$ cat config.mk
export PLATFORM = sky130hd
export DESIGN_NAME = replay_unit
export DESIGN_NICKNAME = d
export VERILOG_FILES = /design/src/rtl/replay_unit.sv
export SDC_FILE = /design/constraint.sdc
export NUM_CORES = 1
export LEC_CHECK = 0
export CORE_MARGIN = 2
export CORE_UTILIZATION = 35
export CTS_CLUSTER_SIZE = 16
export DETAILED_ROUTE_END_ITERATION = 7
export PLACE_DENSITY_LB_ADDON = 0.15
export SLEW_MARGIN = 40
export SYNTH_ARGS = -nofsm -noshare
export SYNTH_HDL_FRONTEND = slang
export SYNTH_SLANG_ARGS = --single-unit
$ cat constraint.sdc
create_clock -name clk_i -period 3.55 [get_ports clk_i]
set_clock_uncertainty 0.2 [all_clocks]
set_input_delay 0.8875 -clock clk_i [delete_from_list [all_inputs] [get_ports clk_i]]
set_output_delay 0.8875 -clock clk_i [all_outputs]
set_load 0.05 [all_outputs]
$ cat src/rtl/replay_unit.sv
// replay_unit: copies GPR state and PC from a healthy core into a faulty core
// during error recovery, with protocol checking of the controller handshake.
module replay_unit #(
    parameter int ADDR_WIDTH = 5,
    parameter int DATA_WIDTH = 32
) (
    input  logic                  clk_i,
    input  logic                  rst_ni,
    input  logic                  halt_i,
    input  logic                  shift_i,
    input  logic                  resume_i,
    input  logic [ADDR_WIDTH-1:0] replay_addr_i,
    output logic [ADDR_WIDTH-1:0] src_raddr_o,
    input  logic [DATA_WIDTH-1:0] src_rdata_i,
    input  logic [DATA_WIDTH-1:0] src_pc_i,
    output logic                  dst_we_o,
    output logic [ADDR_WIDTH-1:0] dst_waddr_o,
    output logic [DATA_WIDTH-1:0] dst_wdata_o,
    output logic                  dst_pc_we_o,
    output logic [DATA_WIDTH-1:0] dst_pc_o,
    output logic                  core_halt_o,
    output logic                  busy_o,
    output logic                  done_o,
    output logic                  proto_err_o
);
    typedef enum logic [1:0] {IDLE, HALTED, COPY, RESUME} state_e;

    localparam logic [ADDR_WIDTH:0] CNT_MAX = {1'b0, {ADDR_WIDTH{1'b1}}};

    state_e                state_q, state_d;
    logic [ADDR_WIDTH-1:0] last_q, last_d;
    logic [ADDR_WIDTH:0]   cnt_q, cnt_d;
    logic [ADDR_WIDTH-1:0] waddr_q, waddr_d;
    logic [DATA_WIDTH-1:0] pc_q, pc_d;
    logic                  we_q, we_d;
    logic                  pc_we_q, pc_we_d;
    logic                  err_q, err_d;

    always_ff @(posedge clk_i or negedge rst_ni) begin
        if (!rst_ni) begin
            state_q <= IDLE;
            last_q  <= '0;
            cnt_q   <= '0;
            waddr_q <= '0;
            pc_q    <= '0;
            we_q    <= 1'b0;
            pc_we_q <= 1'b0;
            err_q   <= 1'b0;
        end else begin
            state_q <= state_d;
            last_q  <= last_d;
            cnt_q   <= cnt_d;
            waddr_q <= waddr_d;
            pc_q    <= pc_d;
            we_q    <= we_d;
            pc_we_q <= pc_we_d;
            err_q   <= err_d;
        end
    end

    always_comb begin
        state_d = state_q;
        last_d  = last_q;
        cnt_d   = cnt_q;
        waddr_d = replay_addr_i;
        pc_d    = pc_q;
        we_d    = 1'b0;
        pc_we_d = 1'b0;
        err_d   = err_q;
        case (state_q)
            IDLE: begin
                if (halt_i) begin
                    state_d = HALTED;
                    err_d   = 1'b0;
                end
            end
            HALTED: begin
                if (halt_i) err_d = 1'b1;
                if (resume_i) begin
                    err_d   = 1'b1;
                    state_d = RESUME;
                end else if (shift_i && !halt_i) begin
                    pc_d    = src_pc_i;
                    pc_we_d = 1'b1;
                    last_d  = '0;
                    cnt_d   = '0;
                    state_d = COPY;
                end
            end
            COPY: begin
                if (halt_i) err_d = 1'b1;
                if (resume_i) begin
                    state_d = RESUME;
                    if (cnt_q < CNT_MAX) err_d = 1'b1;
                end else if (!shift_i && replay_addr_i != last_q) begin
                    // register 0 is hardwired zero: tracked as last address but never written
                    last_d = replay_addr_i;
                    if (replay_addr_i != '0) begin
                        we_d  = 1'b1;
                        cnt_d = (cnt_q == CNT_MAX) ? cnt_q : cnt_q + 1'b1;
                    end
                end
            end
            RESUME: state_d = IDLE;
        endcase
    end

    assign src_raddr_o = replay_addr_i;
    assign dst_we_o    = we_q;
    assign dst_waddr_o = we_q ? waddr_q : '0;
    assign dst_wdata_o = we_q ? src_rdata_i : '0;
    assign dst_pc_we_o = pc_we_q;
    assign dst_pc_o    = pc_q;
    assign core_halt_o = (state_q == HALTED) || (state_q == COPY);
    assign busy_o      = state_q != IDLE;
    assign done_o      = state_q == RESUME;
    assign proto_err_o = err_q;
endmodule
Word-level counts from Yosys, hierarchy flattened
Cells that the tools add are included.
- bits in registers: 53
- bits of input ports: 74
- output and inout bits: 80
- logic and storage cells: 72
- add/sub/neg operators: 1
- $lt $le $gt $ge: 1
- eq/ne operators: 14
- multiplexer cells: 32
- bitwise operators: 1
- reduce and logical (&&, ||, !) cells: 15
- operators with widths (cell ; count):
    $mux 6 ; 6
    $mux 32 ; 1
    $mux 5 ; 5
    $ne 2x2->1 const B ; 8
    $mux 1 ; 12
    $pmux 6 s2 ; 1
    $pmux 5 s2 ; 1
    $mux 2 ; 4
    $pmux 2 s4 ; 1
    $reduce_and 7->1 ; 1
    $add 6x1->6 const B ; 1
    $eq 6x5->1 const B ; 1
    $lt 6x5->1 const B ; 1
    $reduce_and 3->1 ; 2
    $ne 5x5->1 ; 1
    $reduce_and 5->1 ; 1
    $reduce_bool 5->1 ; 1
    $eq 2x2->1 const B ; 2
    $reduce_bool 2->1 ; 2
    $ne 3x3->1 const B ; 1
    $pmux 1 s3 ; 1
    $reduce_bool 3->1 ; 1
    $eq 2x1->1 const B ; 1
    $logic_and 1x1->1 ; 2
    other kinds (5) ; 6

Longest topological paths before layout
- depth in word-level cells: 6
- gate-level depth with buffers: 8
- gate-level depth less buffers: 7

Worst setup path after synthesis
OpenSTA, ideal clock, no wires.
- path type: reg2out
- start: register we_q, in the netlist dst_we_o
- end: output dst_waddr_o[0]
- arrival: 1.394 ns
- data required time: 2.463 ns
- path slack: 1.069 ns
- stages on the path, launching flop included: 3
- path buffers: 1
- cells stage by stage: dfrtp_1 clkbuf_1 and2_1
- longest elaborated chain between the ends: 1
- RTL lines (item ; line ; text):
    start, declared ; 35 ; logic we_q, we_d;
    start signal, assigned ; 55 ; we_q <= we_d;
    $mux 5 ; 110 ; assign dst_waddr_o = we_q ? waddr_q : '0;
    end, declared ; 17 ; output logic [ADDR_WIDTH-1:0] dst_waddr_o,
No other way between the ends.

Worst setup path after layout
- start: register state_q[0]
- end: output busy_o
- longest elaborated chain between the ends: 1
- RTL lines (item ; line ; text):
    start, declared ; 30 ; state_e state_q, state_d;
    start signal, assigned ; 50 ; state_q <= state_d;
    $reduce_bool 2->1 ; 115 ; assign busy_o = state_q != IDLE;
    end, declared ; 22 ; output logic busy_o,
No other way between the ends.

==> results.md <==
- Gr ovfl total: 0
- Final period demand of the worst path: 3140 ps
- Area of the multi-input gates: 1130 um^2
- IO Port Bufs: 153
- Leak: between 1.5 and 2 nW
- ANT cells: 0
- Synth Cell Area: roughly 2600 um^2
- CTS tree: done
- GR Util All Layers: 15.5%
- Gate power share: 58.9%
- Slew margin rel.: ~64%
- Sequential power share: between 20% and 30%
- # Post-CTS Setup Buffers: 0
- Layout cells sized above 1: 23.5%
- Hold WC Path Type: input port to asynchronous set/reset pin
- Most frequent cells in the layout: 115 x clkdlybuf4s50_1, 53 x dfrtp_1, 42 x buf_4, 40 x and2_1, 32 x mux2_2
- Clock share of power: 11.7%
- Worst Setup Path Type: flip-flop to primary output
- Boundary Pins: around 150
- Cell variety after synth: 38
- Detailed Route Iter0 Violations: 66
- Drt total wl: 6440 um
- # hold bufs at CTS: 0
- Finished Layout Cells: 469
- Filler cell count: 627
- Synth Register Bits: 53
- Placer Congestion: 0.877
- DR pass1 iterations: 5
- Cell Count Post-Placement: 462
- Num CTS Buffers: 5
- Crit start category: flip-flop
- Syn_area_per_cell: 11.7 um^2
- Setup crit end kind: primary output
- DR vias/cell: 4.74
- VDD IR max: between 0.6 and 0.7 mV
- Top cell type's share of synthesized area: roughly half
- Net Count, Synth: 298
- Commonest non-fill, non-tap cell in the layout: clkdlybuf4s50_1
- CTS Buffer Depth: 2
- Least-Margin Pin Slew: approximately 540 ps
- Data required time at the worst endpoint: 2460 ps
- Vias in the first global route: ~2100
- Fmax: 319 MHz
- Tcrit/Tclk final: 88.4%
- Die width: 89.5 um
- Layout area overhead: 63.1%
- Register cell area after layout: 1330 um^2
- Top post-synthesis cells by area: dfrtp_1 52%, mux2_2 14%, and2_1 9.8%, ha_1 2.4%, a22o_1 1.7%
- PD cells: roughly 800 nW/um^2
- DIE AREA: 8010 um^2
- Maxcap violations: 0
- DP Wirelength: 4990 um
- Largest net degree at the start of global routing: 38
- Routed Antenna Nets: 0
- Clock transition at path regs: 90 ps
- Row count: 31
- Slew Limit Fails: 0
- Final Hold Viols: 0
- Nets: roughly 450
- Switching part of the total: 46.7%
- Setup Viol. Count Final: 0
- Initial core utilization: between 30% and 40%
- P_sw: 1.59 mW
- Wire per inst: 13.7 um
- Int Pwr: 1.81 mW
- Core Area: 7180 um^2
- Status: complete, no violations
- Setup_tns: 0 ps
- Gate Count Post-Synth: roughly 220
- Warnings, synthesis: 0
- Post-CTS resize count: 0
- First-pass GRT wire length: 9520 um
- Post-synthesis sequential area ratio: 51.8%
- Antenna violations before repair: 0
- RSZ-0062 raised after global routing: no
- DR vias: 2221
- Critical path arrival: 2050 ps
- Leading area contributor after synthesis: dfrtp_1
- Die Ht: 89.5 um
- Crit-path max FO: 5
- Clock latency on the worst-skew pair: around 300 ps
- Root Driver: clkbuf_8
- H-tree depth: 2
- DRC violations left: 0
- Clock Sinks: between 50 and 60
power groups by stage:
stage	combinational, mW	clock [mW]	sequential [mW]
global placement	2.00	0	1.00
detailed placement	2.02	0	1.01
global route	2.12	0.436	1.04
floorplan	0.694	0	1.65
finish	2.00	0.397	0.998
CTS	2.02	0.416	1.00
layer usage:
layer / global-route usage, % / part of all wire (%) / vias up
met5: 0 / 0 / -
met2: 26.4 / 47 / 117
met4: 6.11 / 1.1 / 0
met1: 16.9 / 38 / 1046
li1: - / - / 1053
met3: 6.74 / 14 / 5
path summary, 6_finish.rpt:
path / to / slack [ps] / from / depth (start not counted)
worst min-delay path: dst_pc_o[5] / 290 / rst_ni / 1
worst min register to register: proto_err_o / 300 / proto_err_o / 2
max in group asynchronous: cnt_q[2] / 2060 / rst_ni / 2
worst max register to register: dst_pc_o[18] / 1310 / state_q[1] / 5
min in group clk_i: proto_err_o / 300 / proto_err_o / 2
worst max-delay path: busy_o / 410 / state_q[0] / 4
registers in the layout (all words and copies together) (netlist names):
signal       cells
cnt_q            6
proto_err_o      1
last_q           5
dst_pc_o        32
state_q          2
dst_we_o         1
waddr_q          5
dst_pc_we_o      1
area by class of cell:
| cell class | instances | area share (%) |
|---|---|---|
| flip-flops and latches | 53 | 31.8 |
| clock inverters | 2 | 0.839 |
| clock buffers | 5 | 1.65 |
| inverters | 6 | 0.540 |
| repair buffers | 158 | 35.3 |
| multi-input cells | 146 | 27.0 |
| well taps | 99 | 2.97 |
synth_stat cells (all sizes together):
| library cell | number |
|---|---|
| nand2 | 11 |
| nor2 | 7 |
| buf | 10 |
| nor2b | 1 |
| a22o | 5 |
| mux2 | 33 |
| nor3 | 4 |
| nand2b | 1 |
| o221ai | 2 |
| nand3 | 4 |
| a311o | 1 |
| a31oi | 4 |
| a41o | 1 |
| and4bb | 1 |
| and2 | 41 |
| nor3b | 1 |
| a22oi | 1 |
| dfrtp | 53 |
| o22ai | 3 |
| xnor2 | 2 |
| a41oi | 1 |
| clkbuf | 4 |
| a21o | 1 |
| and3 | 2 |
| o21ai | 4 |
| o21a | 1 |
| xor2 | 3 |
| inv | 6 |
| a311oi | 2 |
| a21oi | 3 |
| a211oi | 1 |
| ha | 5 |
through the flow:
step	hold WS [ps]	setup slack, ps	total power, mW	area, um^2	util, %
after global placement	265	585	3.00	4070	56.7
after global routing	306	332	3.60	4170	58.2
after floorplan	285	1070	2.34	2560	-
after CTS	290	416	3.44	4170	58.2
final	287	411	3.40	4170	58.2
after detailed placement	289	575	3.03	4070	56.7
logic make-up (layout without fill, tap and decap cells):
logic type	count (synthesis)	after routing	share of synthesized area, %
flip-flops	53	53	51.8
multiplexers	33	33	14.5
buffers and inverters	20	171	4.16
adder cells (fa/ha/maj)	5	5	2.44
AO/OA/AOI/OAI	30	30	9.10
AND/OR/NAND/NOR	73	73	16.2
XOR/XNOR	5	5	1.71
critical path, cell delays in order (launching register included):
cell             delay (ps)
dfrtp_1                 440
inv_1                   100
ha_1                    230
inv_1                   140
clkdlybuf4s50_1         840
No activity file was read; power rests on OpenSTA's default activity.
